<file path="config.mk">
export PLATFORM = sky130hd
export DESIGN_NAME = id_ex_hazard_stage_flat
export DESIGN_NICKNAME = d
export VERILOG_FILES = /design/src/rtl/pipe_pkg.sv /design/src/rtl/id_ex_hazard_stage_if.sv /design/src/rtl/load_use_detect.sv /design/src/rtl/id_ex_hazard_stage.sv /design/src/flat_wrapper.sv
export SDC_FILE = /design/constraint.sdc
export NUM_CORES = 1
export LEC_CHECK = 0
export CORE_ASPECT_RATIO = 0.7
export CORE_MARGIN = 3
export CORE_UTILIZATION = 37
export CTS_BUF_LIST = sky130_fd_sc_hd__clkbuf_4
export DETAILED_ROUTE_END_ITERATION = 10
export MAX_ROUTING_LAYER = met4
export PLACE_DENSITY = 0.86
export SYNTH_ARGS = -nofsm -noshare
export SYNTH_HDL_FRONTEND = slang
export SYNTH_HIERARCHICAL = 1
export SYNTH_SLANG_ARGS = --single-unit
export TNS_END_PERCENT = 1
</file>
<file path="constraint.sdc">
create_clock -name clk_i -period 2.7 [get_ports clk_i]
set_input_delay 0.27 -clock clk_i [delete_from_list [all_inputs] [get_ports clk_i]]
set_output_delay 0.27 -clock clk_i [all_outputs]
set_load 0.01 [all_outputs]
</file>
<file path="src/rtl/pipe_pkg.sv">
// Shared pipeline definitions: control-bit positions, control-field widths,
// ID/EX control payload and the stage-mode encoding.
package pipe_pkg;

   localparam int unsigned WB_W  = 3;
   localparam int unsigned MEM_W = 2;
   localparam int unsigned EXC_W = 4;

   localparam int unsigned WB_REGWRITE = 2;
   localparam int unsigned WB_MEMTOREG = 1;
   localparam int unsigned MEM_READ    = 1;
   localparam int unsigned MEM_WRITE   = 0;
   localparam int unsigned EX_ALUSRC   = 3;
   localparam int unsigned EX_BRANCH   = 0;

   typedef struct packed {
      logic [WB_W-1:0]  wb;
      logic [MEM_W-1:0] mem;
      logic [EXC_W-1:0] ex;
   } ctrl_t;

   typedef enum logic [1:0] {
      MODE_PASS   = 2'd0,
      MODE_HOLD   = 2'd1,
      MODE_BUBBLE = 2'd2,
      MODE_FLUSH  = 2'd3
   } mode_e;

endpackage

</file>
<file path="src/rtl/id_ex_hazard_stage_if.sv">
// ID-to-EX bundle: decoded ID fields and pipeline control in, EX-stage fields out.
interface id_ex_hazard_stage_if #(
   parameter int unsigned DATA_W = 32,
   parameter int unsigned REG_AW = 5,
   parameter int unsigned CNT_W  = 16
);
   logic              id_valid_i;
   logic [REG_AW-1:0] id_rs1_i;
   logic [REG_AW-1:0] id_rs2_i;
   logic [REG_AW-1:0] id_rd_i;
   logic              id_use_rs1_i;
   logic              id_use_rs2_i;
   logic [DATA_W-1:0] id_rs1_data_i;
   logic [DATA_W-1:0] id_rs2_data_i;
   logic [DATA_W-1:0] id_imm_i;
   logic [DATA_W-1:0] id_pc_i;
   logic [3:0]        id_funct_i;
   logic [2:0]        id_wb_ctrl_i;
   logic [1:0]        id_mem_ctrl_i;
   logic [3:0]        id_ex_ctrl_i;
   logic              flush_i;
   logic              ex_busy_i;

   logic              stall_o;
   logic              ex_valid_o;
   logic [REG_AW-1:0] ex_rs1_o;
   logic [REG_AW-1:0] ex_rs2_o;
   logic [REG_AW-1:0] ex_rd_o;
   logic [DATA_W-1:0] ex_rs1_data_o;
   logic [DATA_W-1:0] ex_rs2_data_o;
   logic [DATA_W-1:0] ex_imm_o;
   logic [DATA_W-1:0] ex_pc_o;
   logic [3:0]        ex_funct_o;
   logic [2:0]        ex_wb_ctrl_o;
   logic [1:0]        ex_mem_ctrl_o;
   logic [3:0]        ex_ex_ctrl_o;
   logic [CNT_W-1:0]  bubble_cnt_o;

   modport master (
      output id_valid_i, id_rs1_i, id_rs2_i, id_rd_i, id_use_rs1_i, id_use_rs2_i,
             id_rs1_data_i, id_rs2_data_i, id_imm_i, id_pc_i, id_funct_i,
             id_wb_ctrl_i, id_mem_ctrl_i, id_ex_ctrl_i, flush_i, ex_busy_i,
      input  stall_o, ex_valid_o, ex_rs1_o, ex_rs2_o, ex_rd_o, ex_rs1_data_o,
             ex_rs2_data_o, ex_imm_o, ex_pc_o, ex_funct_o, ex_wb_ctrl_o,
             ex_mem_ctrl_o, ex_ex_ctrl_o, bubble_cnt_o
   );

   modport slave (
      input  id_valid_i, id_rs1_i, id_rs2_i, id_rd_i, id_use_rs1_i, id_use_rs2_i,
             id_rs1_data_i, id_rs2_data_i, id_imm_i, id_pc_i, id_funct_i,
             id_wb_ctrl_i, id_mem_ctrl_i, id_ex_ctrl_i, flush_i, ex_busy_i,
      output stall_o, ex_valid_o, ex_rs1_o, ex_rs2_o, ex_rd_o, ex_rs1_data_o,
             ex_rs2_data_o, ex_imm_o, ex_pc_o, ex_funct_o, ex_wb_ctrl_o,
             ex_mem_ctrl_o, ex_ex_ctrl_o, bubble_cnt_o
   );
endinterface

</file>
<file path="src/rtl/load_use_detect.sv">
// Combinational load-use compare between the load in EX and the sources read in ID.
module load_use_detect #(
   parameter int unsigned REG_AW = 5
) (
   input  logic              ex_valid_i,
   input  logic              ex_mem_read_i,
   input  logic [REG_AW-1:0] ex_rd_i,
   input  logic              id_valid_i,
   input  logic [REG_AW-1:0] id_rs1_i,
   input  logic [REG_AW-1:0] id_rs2_i,
   input  logic              id_use_rs1_i,
   input  logic              id_use_rs2_i,
   output logic              hazard_o
);
   logic rs1_hit;
   logic rs2_hit;

   assign rs1_hit  = id_use_rs1_i && (id_rs1_i == ex_rd_i);
   assign rs2_hit  = id_use_rs2_i && (id_rs2_i == ex_rd_i);
   // x0 never carries a loaded value, so it can never be a hazard
   assign hazard_o = ex_valid_i && ex_mem_read_i && (ex_rd_i != '0) &&
                     id_valid_i && (rs1_hit || rs2_hit);
endmodule

</file>
<file path="src/rtl/id_ex_hazard_stage.sv">
// ID/EX pipeline register with load-use stall, hold/flush bubble insertion
// and a saturating bubble counter.
module id_ex_hazard_stage
   import pipe_pkg::*;
#(
   parameter int unsigned DATA_W = 32,
   parameter int unsigned REG_AW = 5,
   parameter int unsigned CNT_W  = 16
) (
   input logic                clk_i,
   input logic                rst_i,
   id_ex_hazard_stage_if.slave bus
);
   logic              hazard;
   mode_e             mode_c;

   logic              valid_q, valid_d;
   logic [REG_AW-1:0] rs1_q, rs1_d, rs2_q, rs2_d, rd_q, rd_d;
   logic [DATA_W-1:0] rs1_data_q, rs1_data_d, rs2_data_q, rs2_data_d;
   logic [DATA_W-1:0] imm_q, imm_d, pc_q, pc_d;
   logic [3:0]        funct_q, funct_d;
   ctrl_t             ctrl_q, ctrl_d;
   logic [CNT_W-1:0]  cnt_q, cnt_d;

   load_use_detect #(.REG_AW(REG_AW)) u_detect (
      .ex_valid_i    (valid_q),
      .ex_mem_read_i (ctrl_q.mem[MEM_READ]),
      .ex_rd_i       (rd_q),
      .id_valid_i    (bus.id_valid_i),
      .id_rs1_i      (bus.id_rs1_i),
      .id_rs2_i      (bus.id_rs2_i),
      .id_use_rs1_i  (bus.id_use_rs1_i),
      .id_use_rs2_i  (bus.id_use_rs2_i),
      .hazard_o      (hazard)
   );

   // Strict priority: flush, then EX hold, then load-use bubble
   always_comb begin
      mode_c = MODE_PASS;
      if (bus.flush_i)        mode_c = MODE_FLUSH;
      else if (bus.ex_busy_i) mode_c = MODE_HOLD;
      else if (hazard)        mode_c = MODE_BUBBLE;
   end

   assign bus.stall_o = !rst_i && ((mode_c == MODE_HOLD) || (mode_c == MODE_BUBBLE));

   always_comb begin
      valid_d    = valid_q;
      rs1_d      = rs1_q;
      rs2_d      = rs2_q;
      rd_d       = rd_q;
      rs1_data_d = rs1_data_q;
      rs2_data_d = rs2_data_q;
      imm_d      = imm_q;
      pc_d       = pc_q;
      funct_d    = funct_q;
      ctrl_d     = ctrl_q;
      cnt_d      = cnt_q;
      case (mode_c)
         MODE_PASS: begin
            valid_d    = bus.id_valid_i;
            rs1_d      = bus.id_rs1_i;
            rs2_d      = bus.id_rs2_i;
            rd_d       = bus.id_rd_i;
            rs1_data_d = bus.id_rs1_data_i;
            rs2_data_d = bus.id_rs2_data_i;
            imm_d      = bus.id_imm_i;
            pc_d       = bus.id_pc_i;
            funct_d    = bus.id_funct_i;
            ctrl_d     = '{wb: bus.id_wb_ctrl_i, mem: bus.id_mem_ctrl_i, ex: bus.id_ex_ctrl_i};
         end
         MODE_BUBBLE, MODE_FLUSH: begin
            // Zeroed indices keep the forwarding unit from matching a bubble
            valid_d = 1'b0;
            rs1_d   = '0;
            rs2_d   = '0;
            rd_d    = '0;
            ctrl_d  = '0;
            if (cnt_q != '1) cnt_d = cnt_q + CNT_W'(1);
         end
         default: ;
      endcase
   end

   always_ff @(posedge clk_i) begin
      if (rst_i) begin
         valid_q    <= 1'b0;
         rs1_q      <= '0;
         rs2_q      <= '0;
         rd_q       <= '0;
         rs1_data_q <= '0;
         rs2_data_q <= '0;
         imm_q      <= '0;
         pc_q       <= '0;
         funct_q    <= '0;
         ctrl_q     <= '0;
         cnt_q      <= '0;
      end else begin
         valid_q    <= valid_d;
         rs1_q      <= rs1_d;
         rs2_q      <= rs2_d;
         rd_q       <= rd_d;
         rs1_data_q <= rs1_data_d;
         rs2_data_q <= rs2_data_d;
         imm_q      <= imm_d;
         pc_q       <= pc_d;
         funct_q    <= funct_d;
         ctrl_q     <= ctrl_d;
         cnt_q      <= cnt_d;
      end
   end

   assign bus.ex_valid_o    = valid_q;
   assign bus.ex_rs1_o      = rs1_q;
   assign bus.ex_rs2_o      = rs2_q;
   assign bus.ex_rd_o       = rd_q;
   assign bus.ex_rs1_data_o = rs1_data_q;
   assign bus.ex_rs2_data_o = rs2_data_q;
   assign bus.ex_imm_o      = imm_q;
   assign bus.ex_pc_o       = pc_q;
   assign bus.ex_funct_o    = funct_q;
   assign bus.ex_wb_ctrl_o  = ctrl_q.wb;
   assign bus.ex_mem_ctrl_o = ctrl_q.mem;
   assign bus.ex_ex_ctrl_o  = ctrl_q.ex;
   assign bus.bubble_cnt_o  = cnt_q;
endmodule

</file>
<file path="src/flat_wrapper.sv">
// flat-port wrapper written by rule: the top's interface ports become plain ports
module id_ex_hazard_stage_flat import pipe_pkg::*;
#(
   parameter int unsigned DATA_W = 32,
   parameter int unsigned REG_AW = 5,
   parameter int unsigned CNT_W  = 16
)
  (clk_i, rst_i, bus_id_valid_i, bus_id_rs1_i, bus_id_rs2_i, bus_id_rd_i, bus_id_use_rs1_i, bus_id_use_rs2_i, bus_id_rs1_data_i, bus_id_rs2_data_i, bus_id_imm_i, bus_id_pc_i, bus_id_funct_i, bus_id_wb_ctrl_i, bus_id_mem_ctrl_i, bus_id_ex_ctrl_i, bus_flush_i, bus_ex_busy_i, bus_stall_o, bus_ex_valid_o, bus_ex_rs1_o, bus_ex_rs2_o, bus_ex_rd_o, bus_ex_rs1_data_o, bus_ex_rs2_data_o, bus_ex_imm_o, bus_ex_pc_o, bus_ex_funct_o, bus_ex_wb_ctrl_o, bus_ex_mem_ctrl_o, bus_ex_ex_ctrl_o, bus_bubble_cnt_o);
  id_ex_hazard_stage_if #(.DATA_W(DATA_W), .REG_AW(REG_AW), .CNT_W(CNT_W)) bus_i ();
  input logic clk_i;
  input logic rst_i;
  input wire logic [$bits(bus_i.id_valid_i)-1:0] bus_id_valid_i;
  input wire logic [$bits(bus_i.id_rs1_i)-1:0] bus_id_rs1_i;
  input wire logic [$bits(bus_i.id_rs2_i)-1:0] bus_id_rs2_i;
  input wire logic [$bits(bus_i.id_rd_i)-1:0] bus_id_rd_i;
  input wire logic [$bits(bus_i.id_use_rs1_i)-1:0] bus_id_use_rs1_i;
  input wire logic [$bits(bus_i.id_use_rs2_i)-1:0] bus_id_use_rs2_i;
  input wire logic [$bits(bus_i.id_rs1_data_i)-1:0] bus_id_rs1_data_i;
  input wire logic [$bits(bus_i.id_rs2_data_i)-1:0] bus_id_rs2_data_i;
  input wire logic [$bits(bus_i.id_imm_i)-1:0] bus_id_imm_i;
  input wire logic [$bits(bus_i.id_pc_i)-1:0] bus_id_pc_i;
  input wire logic [$bits(bus_i.id_funct_i)-1:0] bus_id_funct_i;
  input wire logic [$bits(bus_i.id_wb_ctrl_i)-1:0] bus_id_wb_ctrl_i;
  input wire logic [$bits(bus_i.id_mem_ctrl_i)-1:0] bus_id_mem_ctrl_i;
  input wire logic [$bits(bus_i.id_ex_ctrl_i)-1:0] bus_id_ex_ctrl_i;
  input wire logic [$bits(bus_i.flush_i)-1:0] bus_flush_i;
  input wire logic [$bits(bus_i.ex_busy_i)-1:0] bus_ex_busy_i;
  output wire logic [$bits(bus_i.stall_o)-1:0] bus_stall_o;
  output wire logic [$bits(bus_i.ex_valid_o)-1:0] bus_ex_valid_o;
  output wire logic [$bits(bus_i.ex_rs1_o)-1:0] bus_ex_rs1_o;
  output wire logic [$bits(bus_i.ex_rs2_o)-1:0] bus_ex_rs2_o;
  output wire logic [$bits(bus_i.ex_rd_o)-1:0] bus_ex_rd_o;
  output wire logic [$bits(bus_i.ex_rs1_data_o)-1:0] bus_ex_rs1_data_o;
  output wire logic [$bits(bus_i.ex_rs2_data_o)-1:0] bus_ex_rs2_data_o;
  output wire logic [$bits(bus_i.ex_imm_o)-1:0] bus_ex_imm_o;
  output wire logic [$bits(bus_i.ex_pc_o)-1:0] bus_ex_pc_o;
  output wire logic [$bits(bus_i.ex_funct_o)-1:0] bus_ex_funct_o;
  output wire logic [$bits(bus_i.ex_wb_ctrl_o)-1:0] bus_ex_wb_ctrl_o;
  output wire logic [$bits(bus_i.ex_mem_ctrl_o)-1:0] bus_ex_mem_ctrl_o;
  output wire logic [$bits(bus_i.ex_ex_ctrl_o)-1:0] bus_ex_ex_ctrl_o;
  output wire logic [$bits(bus_i.bubble_cnt_o)-1:0] bus_bubble_cnt_o;
  assign bus_i.id_valid_i = bus_id_valid_i;
  assign bus_i.id_rs1_i = bus_id_rs1_i;
  assign bus_i.id_rs2_i = bus_id_rs2_i;
  assign bus_i.id_rd_i = bus_id_rd_i;
  assign bus_i.id_use_rs1_i = bus_id_use_rs1_i;
  assign bus_i.id_use_rs2_i = bus_id_use_rs2_i;
  assign bus_i.id_rs1_data_i = bus_id_rs1_data_i;
  assign bus_i.id_rs2_data_i = bus_id_rs2_data_i;
  assign bus_i.id_imm_i = bus_id_imm_i;
  assign bus_i.id_pc_i = bus_id_pc_i;
  assign bus_i.id_funct_i = bus_id_funct_i;
  assign bus_i.id_wb_ctrl_i = bus_id_wb_ctrl_i;
  assign bus_i.id_mem_ctrl_i = bus_id_mem_ctrl_i;
  assign bus_i.id_ex_ctrl_i = bus_id_ex_ctrl_i;
  assign bus_i.flush_i = bus_flush_i;
  assign bus_i.ex_busy_i = bus_ex_busy_i;
  assign bus_stall_o = bus_i.stall_o;
  assign bus_ex_valid_o = bus_i.ex_valid_o;
  assign bus_ex_rs1_o = bus_i.ex_rs1_o;
  assign bus_ex_rs2_o = bus_i.ex_rs2_o;
  assign bus_ex_rd_o = bus_i.ex_rd_o;
  assign bus_ex_rs1_data_o = bus_i.ex_rs1_data_o;
  assign bus_ex_rs2_data_o = bus_i.ex_rs2_data_o;
  assign bus_ex_imm_o = bus_i.ex_imm_o;
  assign bus_ex_pc_o = bus_i.ex_pc_o;
  assign bus_ex_funct_o = bus_i.ex_funct_o;
  assign bus_ex_wb_ctrl_o = bus_i.ex_wb_ctrl_o;
  assign bus_ex_mem_ctrl_o = bus_i.ex_mem_ctrl_o;
  assign bus_ex_ex_ctrl_o = bus_i.ex_ex_ctrl_o;
  assign bus_bubble_cnt_o = bus_i.bubble_cnt_o;
  id_ex_hazard_stage #(.DATA_W(DATA_W), .REG_AW(REG_AW), .CNT_W(CNT_W)) u_core (.clk_i(clk_i), .rst_i(rst_i), .bus(bus_i));
endmodule
</file>
==> summary.txt <==
Outcome
  • Result of the run: finished with violations
  • Violated checks: negative setup slack

Setup path
  • Largest fanout on the critical path: 5
  • CP max-delay cell: dfxtp_4
  • Worst setup endpoint: u_core/bus.bubble_cnt_o[9]$_SDFFE_PP0P_
  • Worst R2R Setup Slack: -0.07 ns
  • FF-to-FF path depth: 11
  • Worst Path Required: 3.17 ns
  • CP startpoint kind: flip-flop
  • Slowest stage delay, CP: 0.39 ns
  • Crit path from: u_core/bus.ex_rd_o[3]$_SDFFE_PP0P_
  • Reg2reg start: u_core/bus.ex_rd_o[3]$_SDFFE_PP0P_
  • Setup CP Type: reg -> reg
  • Crit-path cells: buf_4 -> xor2_1 -> nor4_1 -> nand3_1 -> a21oi_2 -> a21o_1 -> ha_2 -> o2111ai_2 -> or3_4 -> a211oi_2 -> mux2_1
  • RR Endpoint: u_core/bus.bubble_cnt_o[9]$_SDFFE_PP0P_
  • Worst endpoint data arrival time: 3.24 ns
  • Element type at the critical path end: flip-flop

Floorplan
  • Die Wd: 164.1 um
  • DIE AREA: 19,140 um2
  • Initial Utilization: 0.3867
  • Core ar.: 16,740 um2
  • # rows: 39
  • Die height: 116.7 um
  • IO Pins: 337

STA
  • Post-Route Skew: 0.02716 ns
  • Worst Slack Setup Final: -0.07475 ns
  • Max Clock Freq: 0.3604 GHz
  • Count of final hold-check violations: 0
  • Final min period: 2.775 ns
  • Final hold slack: 0.1627 ns
  • Slew Viols, Final: 0
  • Worst slew pin tran: 0.5879 ns
  • RSZ-0062 raised after global routing: yes
  • Final Setup Violations: 6
  • Tcrit/Tclk final: 1.028
  • Worst-case headroom to the max-slew limit: 0.6080

Synthesis
  • Yosys reg bits: 173
  • Number of synthesized flops with an enable pin: 0
  • Ys flop type: dfxtp_1
  • Synth Warn #: 6
  • Post-synth top area cell: dfxtp_1
  • Sequential fraction of the synthesis area: 0.5351
  • Ys async rst share: 0
  • Post-Syn Nets: 805
  • Cell count after synthesis: 638
  • Post-synth cell types: 43
  • Top post-synthesis cells by area: dfxtp_1 54%, mux2i_1 21%, nor2_1 9.6%, a22oi_1 2.9%, clkbuf_1 1.4%
  • Syn_area_per_cell: 10.14 um2
  • Post-synth top area share: 0.5351
  • Cell area after synthesis: 6472 um2

Pwr
  • Leakage Power: 3.856 nW
  • Pwr Density: 483.7 nW/um2
  • Peak supply drop: 0.0003379 V

Clock tree
  • Later-pin clock latency in the skew report: 0.57 ns
  • CTS H-tree lvls: 4
  • Clock slew at reported path FFs: 0.15 ns
  • Root buffer cell: clkbuf_4
  • CTS Hold Bufs: 0
  • Clk buf depth: 2
  • CTS buffer count: 17
  • Clk sinks: 173
  • TritonCTS clock tree: built

Placement
  • Input/output buffers: 336
  • Routability cong.: 0.8198
  • Cell count after placement: 1,186
  • Dpl hpwl: 14.82 mm

Routing
  • First DRT Iteration DRCs: 352
  • WL final: 19.94 mm
  • Vias/cell: 4.807
  • Drc violations: 0
  • DR WL/cell: 16.34 um
  • Router iterations before antenna repair: 4
  • Via count: 5,865
  • Detail Route Antenna Nets: 0

Global routing
  • First-pass GRT wire length: 30.18 mm
  • Gr ovfl total: 0
  • Vias in the first global route: 5,847
  • GRT Util Overall: 0.2054
  • Pin count of the biggest net entering global routing: 57
  • Initial antenna violation count: 1

Flow run
  • Maxcap violations: 0

Cells and area
  • Filler cells: 1,336
  • Layout cells sized above 1: 0.08249
  • Net count, final: 1,148
  • Finished Layout Cells: 1,220
  • Synthesis-to-layout area growth: 64.06%

Min path
  • Hold Path Stages: 2
  • Hold Crit Class: in -> reg
## sequential cells by signal (all words and copies together), names as in the netlist
register                  count
u_core/bus.bubble_cnt_o      16
u_core/bus.ex_ex_ctrl_o       4
u_core/bus.ex_funct_o         4
u_core/bus.ex_imm_o          32
u_core/bus.ex_mem_ctrl_o      2
u_core/bus.ex_pc_o           32
u_core/bus.ex_rd_o            5
u_core/bus.ex_rs1_data_o     32
u_core/bus.ex_rs1_o           5
u_core/bus.ex_rs2_data_o     32
u_core/bus.ex_rs2_o           5
u_core/bus.ex_valid_o         1
u_core/bus.ex_wb_ctrl_o       3
## synth_stat cells (3+ instances only)
| master | count |
|---|---|
| a22oi_1 | 25 |
| xor2_1 | 8 |
| mux2i_1 | 133 |
| ha_1 | 4 |
| nor3_1 | 6 |
| or3_1 | 3 |
| nor2b_1 | 4 |
| clkbuf_1 | 25 |
| mux2_1 | 3 |
| nor2_1 | 166 |
| nand4_1 | 4 |
| inv_1 | 8 |
| nor4_1 | 3 |
| nor3_2 | 3 |
| a21oi_1 | 11 |
| nand2_1 | 6 |
| nand3_1 | 6 |
| or4_1 | 3 |
| dfxtp_1 | 173 |
| buf_2 | 13 |
## worst max-delay path: cells and delay by family (launching register included)
kind                     cells  cell delay (ns)
buffers and inverters        1             0.14
multiplexers                 1             0.33
adder cells (fa/ha/maj)      1             0.24
AND/OR/NAND/NOR              3             0.72
XOR/XNOR                     1             0.15
flip-flops                   1             0.39
AO/OA/AOI/OAI                4             0.70
## layer usage
metal | track usage | wire length, um | part of all wire
met1 | 0.2362 | 8021 | 0.40
met5 | - | 0 | 0
met4 | 0.06873 | 352 | 0.018
met3 | 0.07551 | 1792 | 0.090
met2 | 0.3343 | 9772 | 0.49
## layout by cell type, fill, tap and decap left out, drive strengths merged, types with 2 or more instances in the layout
master,synthesis,layout
mux2i,133,133
or3,3,3
a21oi,11,11
xor2,8,8
nor4,4,4
a31oi,2,2
bufinv,0,3
or4,3,3
dfxtp,173,173
nand2,6,6
nor2,166,166
o2111ai,2,2
nor2b,4,4
clkbuf,25,18
xnor2,2,2
nand2b,2,2
nand4,5,5
clkinv,0,3
clkdlybuf4s50,0,334
o31ai,2,2
ha,4,4
inv,8,13
mux2,3,3
a22oi,25,25
clkinvlp,0,3
nor3,9,9
o21ai,2,2
buf,15,30
o31a,2,2
nand3,7,7
## kinds of logic after synthesis
| logic type | after synthesis | synth area share |
|---|---|---|
| compound gates | 54 | 0.05993 |
| fa+ha+maj | 4 | 0.007733 |
| xor+xnor | 10 | 0.01353 |
| mux | 136 | 0.2109 |
| flops | 173 | 0.5351 |
| simple gates | 213 | 0.1425 |
| buf+inv | 48 | 0.03035 |
## metrics by stage
stage | cell area (um2) | setup WS [ns] | TNS (ns) | util | power, mW
finish | 10620 | -0.07475 | -0.3096 | 0.6344 | 5.136
global route | 10620 | -0.1788 | -1.253 | 0.6344 | 5.351
CTS | 10580 | -0.09776 | -0.3528 | 0.6319 | 5.197
detailed placement | 10220 | -0.4249 | -3.052 | 0.6104 | 3.546
global placement | 10220 | -0.3165 | -2.060 | 0.6104 | 3.529
floorplan | 6472 | 0.1095 | 0 | - | 3.036
## timing repair
item,CTS,global route
pin swaps,6,3
buffers inserted,1,0
setup endpoints to repair,8,17
endpoints found under the hold margin,0,0
resized for setup,14,9
## power breakdown
part,internal (mW),total [mW],switching (mW)
Clock,0.673,1.64,0.964
Sequential,2.64,2.70,0.0550
Combinational,0.494,0.801,0.307
Total,3.81,5.14,1.33
## area by class of cell
type                    count  area [um2]  area share
clock buffers              18       135.1     0.01273
repair buffers            364        3620      0.3409
inverters                   8       30.03    0.002828
clock inverters            14       182.7     0.01720
flip-flops and latches    173        3472      0.3270
well taps                 225       281.5     0.02651
multi-input cells         417        2895      0.2727
diodes                      1       2.502   0.0002357
## worst min path at each step
stage / endpoint / from
floorplan: u_core/bus.ex_funct_o[0]$_SDFFE_PP0N_ / bus_id_funct_i[0]
global placement: u_core/bus.ex_rs2_data_o[0]$_SDFFE_PP0N_ / u_core/bus.ex_rs2_data_o[0]$_SDFFE_PP0N_
detailed placement: u_core/bus.ex_pc_o[9]$_SDFFE_PP0N_ / u_core/bus.ex_pc_o[9]$_SDFFE_PP0N_
CTS: u_core/bus.ex_rs1_data_o[20]$_SDFFE_PP0N_ / rst_i
global route: u_core/bus.ex_rs1_data_o[20]$_SDFFE_PP0N_ / rst_i
finish: u_core/bus.ex_rs1_data_o[20]$_SDFFE_PP0N_ / rst_i
Note: power is estimated with default switching activity, not from simulation.
